`config.mk`:
```
export PLATFORM = sky130hd
export DESIGN_NAME = button_debouncer
export DESIGN_NICKNAME = d
export VERILOG_FILES = /design/src/rtl/button_debouncer.sv
export SDC_FILE = /design/constraint.sdc
export NUM_CORES = 1
export LEC_CHECK = 0
export ABC_AREA = 0
export BUFFER_PORTS_ARGS = -buffer_cell sky130_fd_sc_hd__buf_2
export CORE_MARGIN = 3
export CORE_UTILIZATION = 50
export DETAILED_ROUTE_END_ITERATION = 16
export PLACE_DENSITY = 0.71
export SLEW_MARGIN = 0
export SYNTH_ARGS = -nofsm -noshare
export SYNTH_HDL_FRONTEND = slang
export SYNTH_SLANG_ARGS = --single-unit
```
`constraint.sdc`:
```
create_clock -name clk -period 6.4 [get_ports clk]
set_clock_uncertainty 0.05 [all_clocks]
set_input_delay 1.28 -clock clk [delete_from_list [all_inputs] [get_ports clk]]
set_output_delay 1.28 -clock clk [all_outputs]
set_load 0.02 [all_outputs]
```
`src/rtl/button_debouncer.sv`:
```
// button_debouncer: synchronises and debounces a raw push-button into a pressed level,
// one-cycle press/release/long-press pulses and a toggle that flips on every press.
module button_debouncer #(
  parameter int DEBOUNCE_CYCLES = 120000,
  parameter int LONG_CYCLES     = 12000000,
  parameter bit ACTIVE_LOW      = 1'b1
) (
  input  logic clk,
  input  logic rst_n,
  input  logic btn_raw,
  output logic btn_level,
  output logic press_pulse,
  output logic release_pulse,
  output logic long_pulse,
  output logic toggle_q
);
  localparam int CW = $clog2(DEBOUNCE_CYCLES);
  localparam int HW = $clog2(LONG_CYCLES);
  localparam logic [CW-1:0] CNT_LAST  = CW'(DEBOUNCE_CYCLES - 1);
  localparam logic [HW-1:0] HOLD_LAST = HW'(LONG_CYCLES - 1);
  typedef enum logic [2:0] {IDLE, PRESS_WAIT, PRESSED, LONG_HELD, RELEASE_WAIT} state_t;
  state_t state;
  logic [1:0] sync;
  logic [CW-1:0] cnt;
  logic [HW-1:0] hold;
  logic btn_s, from_long;
  assign btn_s = sync[1] ^ ACTIVE_LOW;
  // hold saturates at HOLD_LAST, so a glitch straddling the long threshold can't skip it
  always_ff @(posedge clk or negedge rst_n)
    if (!rst_n) begin
      sync          <= {2{ACTIVE_LOW}};
      state         <= IDLE;
      cnt           <= '0;
      hold          <= '0;
      from_long     <= 1'b0;
      btn_level     <= 1'b0;
      press_pulse   <= 1'b0;
      release_pulse <= 1'b0;
      long_pulse    <= 1'b0;
      toggle_q      <= 1'b0;
    end else begin
      sync          <= {sync[0], btn_raw};
      press_pulse   <= 1'b0;
      release_pulse <= 1'b0;
      long_pulse    <= 1'b0;
      case (state)
        IDLE:
          if (btn_s) begin
            state <= PRESS_WAIT;
            cnt   <= '0;
          end
        PRESS_WAIT:
          if (!btn_s) state <= IDLE;
          else if (cnt == CNT_LAST) begin
            state       <= PRESSED;
            hold        <= '0;
            btn_level   <= 1'b1;
            press_pulse <= 1'b1;
            toggle_q    <= ~toggle_q;
          end else cnt <= cnt + 1'b1;
        PRESSED: begin
          hold <= hold + HW'(hold != HOLD_LAST);
          if (!btn_s) begin
            state     <= RELEASE_WAIT;
            cnt       <= '0;
            from_long <= 1'b0;
          end else if (hold == HOLD_LAST) begin
            state      <= LONG_HELD;
            long_pulse <= 1'b1;
          end
        end
        LONG_HELD:
          if (!btn_s) begin
            state     <= RELEASE_WAIT;
            cnt       <= '0;
            from_long <= 1'b1;
          end
        RELEASE_WAIT:
          if (btn_s) state <= from_long ? LONG_HELD : PRESSED;
          else if (cnt == CNT_LAST) begin
            state         <= IDLE;
            btn_level     <= 1'b0;
            release_pulse <= 1'b1;
          end else cnt <= cnt + 1'b1;
        default: state <= IDLE;
      endcase
    end
endmodule

```
==> results.tsv <==
stage	metric	value	unit
setup_path	cpMaxStageDelayCell	nand3_1	
logic_synthesis	synth-simple-area-share	29.76	%
logic_synthesis	synth_fa_ha_area_share	1.440	%
outcome	status	complete, no violations	
setup_path	r2r_start	cnt[8]	
logic_synthesis	synth_area_per_cell	9.477	um^2
clock_network	cts_setup_buffers	0	
power_and_ir_drop	p_per_area	202.6	nW/um^2
logic_synthesis	synth-xor-area-share	4.369	%
drt	drt_first_pass_iters	4	
logic_synthesis	yosysTopAreaCell	dfrtp_1	
setup_path	critPathKind	reg2reg	
finish	fillers	453	
logic_synthesis	synth_top_family_by_area	simple AND/OR/NAND/NOR gates	
timing	final-setup-viol-count	0	
finish	nets	284	
clock_network	clockBufferDepth	2	
logic_synthesis	synth_async_sr_flop_share	100.0	%
finish	final_common_cell	dfrtp_1	
grt	gr-usage-all-layers	17.93	%
logic_synthesis	synth_cell_type_count	43	
finish	drive_gt1_share	9.677	%
flow_run	max-cap-violations	0	
setup_path	crit_fanout	23	
timing	fmax	354.8	MHz
timing	min_period_over_period	44.03	%
clock_network	cts_buffers	5	
placement	io_buffers	7	
setup_path	arrival	2.95	ns
setup_path	path_buf_inv	0	
setup_path	critPathTopFamily	simple AND/OR/NAND/NOR gates	
floorplanning	die_height	78.20	um
clock_network	cts_root_buf	clkbuf_8	
finish	layout_common_cells	dfrtp_1, nand3_1, nand2_1	
setup_path	r2r-end	hold[10]	
setup_path	ff2ff_path_depth	5	
drt	routedWlPerCell	14.05	um
setup_path	end_kind	flop	
logic_synthesis	syn_inst	275	
setup_path	critPathLaunch	cnt[8]	
timing	final_hold_viol_count	0	
finish	syn_to_final_growth	6.289	%
power_and_ir_drop	leakagePower	1.191	nW
floorplanning	rows	25	
clock_network	clkTransAtPathRegs	0.09	ns
logic_synthesis	synthMuxAreaShare	2.496	%
logic_synthesis	synth_compound_area_share	9.169	%
clock_network	post_cts_resized	0	
logic_synthesis	ys_ff_latch	52	
setup_path	path_cells	or4b_4 > nor4_4 > nand3_1 > o211ai_1 > o31ai_1	
logic_synthesis	yosysSeqAreaShare	50.02	%
power_and_ir_drop	ir_worst_vdd	99.77	uV
logic_synthesis	ys_warn_count	0	
floorplanning	core_area	4880	um^2
floorplanning	initial_core_util	53.41	%
clock_network	htree_levels	2	
timing	tightestPinTransition	0.9177	ns
grt	antenna_found_initial	0	
logic_synthesis	synth_area_leaders	dfrtp_1, nand3_1, nand4_1, o21ai_0, nand2_1	
grt	grt_max_degree	53	
min_path	hp-class	reg2reg	
logic_synthesis	synth_top_area_share	48.01	%
clock_network	insertion_delay	0.31	ns
drt	via_per_inst	5.697	
timing	fin_setup_tns	0	ns
clock_network	cts_tree	done	
grt	grt_pass1_vias	1883	
grt	grt_pass1_wl	8783	um
logic_synthesis	synth-edff-count	0	
logic_synthesis	synth_nets	281	
placement	dpl_cell_area	2680	um^2
logic_synthesis	syn_area	2606	um^2
drt	remaining_drc_errors	0	
setup_path	endpoint	hold[10]	
drt	totalWireLength	4860	um
setup_path	cp_data_required_time	6.53	ns
timing	relSlewSlack	38.65	%
finish	fin_area	2770	um^2
setup_path	regToRegSetupSlack	3.58	ns
placement	dpl.hpwl	3381	um
floorplanning	ioPinCount	8	
floorplanning	die_area	6114	um^2
finish	antenna_cells	0	
logic_synthesis	synthFlopType	dfrtp_1	
clock_network	cts_hold_buf	0	
clock_network	clock_sinks	52	
timing	grt_setup_unrepaired	no	
timing	slew_viol_final	0	
setup_path	slowest_delay	0.75	ns
grt	grt-ovfl-total	0	
floorplanning	die_width	78.20	um
drt	vias	1971	
placement	gp_congestion	0.7798	
drt	drt_iter0_markers	146	
setup_path	worstSetupStartpointType	flop	
setup_path	worst-path-stages	5	
drt	antenna_left	0	
timing	min_period	2.818	ns
[worst reg2reg max path, cell delays in order, from the launching register on]
cell,delay [ns]
dfrtp_1,0.43
or4b_4,0.56
nor4_4,0.45
nand3_1,0.75
o211ai_1,0.33
o31ai_1,0.12
[cells in the mapped netlist, types with 2 or more instances]
cell type and instances:
dfrtp_1 50, nand3_1 28, nand2_1 26, o21ai_0 24
nand4_1 20, nor2_1 20, nor3_1 11, and2_1 8
xor2_1 8, clkbuf_1 6, a21oi_1 5, and3_1 5
inv_1 5, xnor2_1 5, buf_2 4, mux2_2 4
nand2b_1 4, or3_1 4, a31oi_1 3, ha_1 3
nor4_1 3, o31ai_1 3, clkbuf_2 2, dfstp_2 2
mux2i_1 2, o211ai_1 2, or2_2 2
[logic make-up after synthesis]
kind of cell	Yosys count
flops	52
mux	6
simple gates	143
fa+ha+maj	3
compound gates	41
xor+xnor	13
buf+inv	17
[routing by layer]
layer	track usage [%]	part of all wire, %	vias to the layer above
met5	0	0	-
met4	7.343	1.4	0
met3	4.243	3.1	5
met2	27.91	46	35
met1	24.11	49	931
li1	-	-	1000
[registers in the layout, summed over array words and instances, names as in the netlist]
| register | flops |
|---|---|
| toggle_q | 1 |
| state | 3 |
| long_pulse | 1 |
| cnt | 17 |
| btn_level | 1 |
| release_pulse | 1 |
| from_long | 1 |
| sync | 2 |
| press_pulse | 1 |
| hold | 24 |
[worst min-delay path by stage]
stage                        from       to  depth (start not counted)
after CTS                 sync[0]  sync[1]                          0
after global placement    sync[0]  sync[1]                          0
after floorplan           sync[0]  sync[1]                          0
after detailed placement  sync[0]  sync[1]                          0
final                     sync[0]  sync[1]                          0
after global routing      sync[0]  sync[1]                          0
[stage by stage]
step | utilization, % | total power, mW | cells | worst slack (ns) | hold WS (ns)
after floorplan | - | 0.3639 | 275 | 4.125 | 0.2952
after global placement | 54.92 | 0.3751 | 338 | 3.668 | 0.2959
after detailed placement | 54.92 | 0.3760 | 338 | 3.595 | 0.2995
after CTS | 56.77 | 0.5688 | 346 | 3.561 | 0.3125
after global routing | 56.77 | 0.5893 | 346 | 3.391 | 0.3183
final | 56.77 | 0.5612 | 346 | 3.582 | 0.3101
[where the power goes]
| group | internal [mW] | switching (mW) |
|---|---|---|
| combinational | 0.00940 | 0.0187 |
| sequential | 0.334 | 0.00713 |
| clock | 0.0884 | 0.104 |
[final cells by class]
class / count / area, um^2 / share of cell area (%)
Sequential cell: 52 / 1304 / 47.06
Inverter: 5 / 18.77 / 0.6775
Multi-Input combinational cell: 206 / 1231 / 44.44
Timing Repair Buffer: 8 / 42.54 / 1.536
Tap cell: 67 / 83.83 / 3.026
Clock buffer: 8 / 90.09 / 3.252
Note: power is estimated with default switching activity, not from simulation.
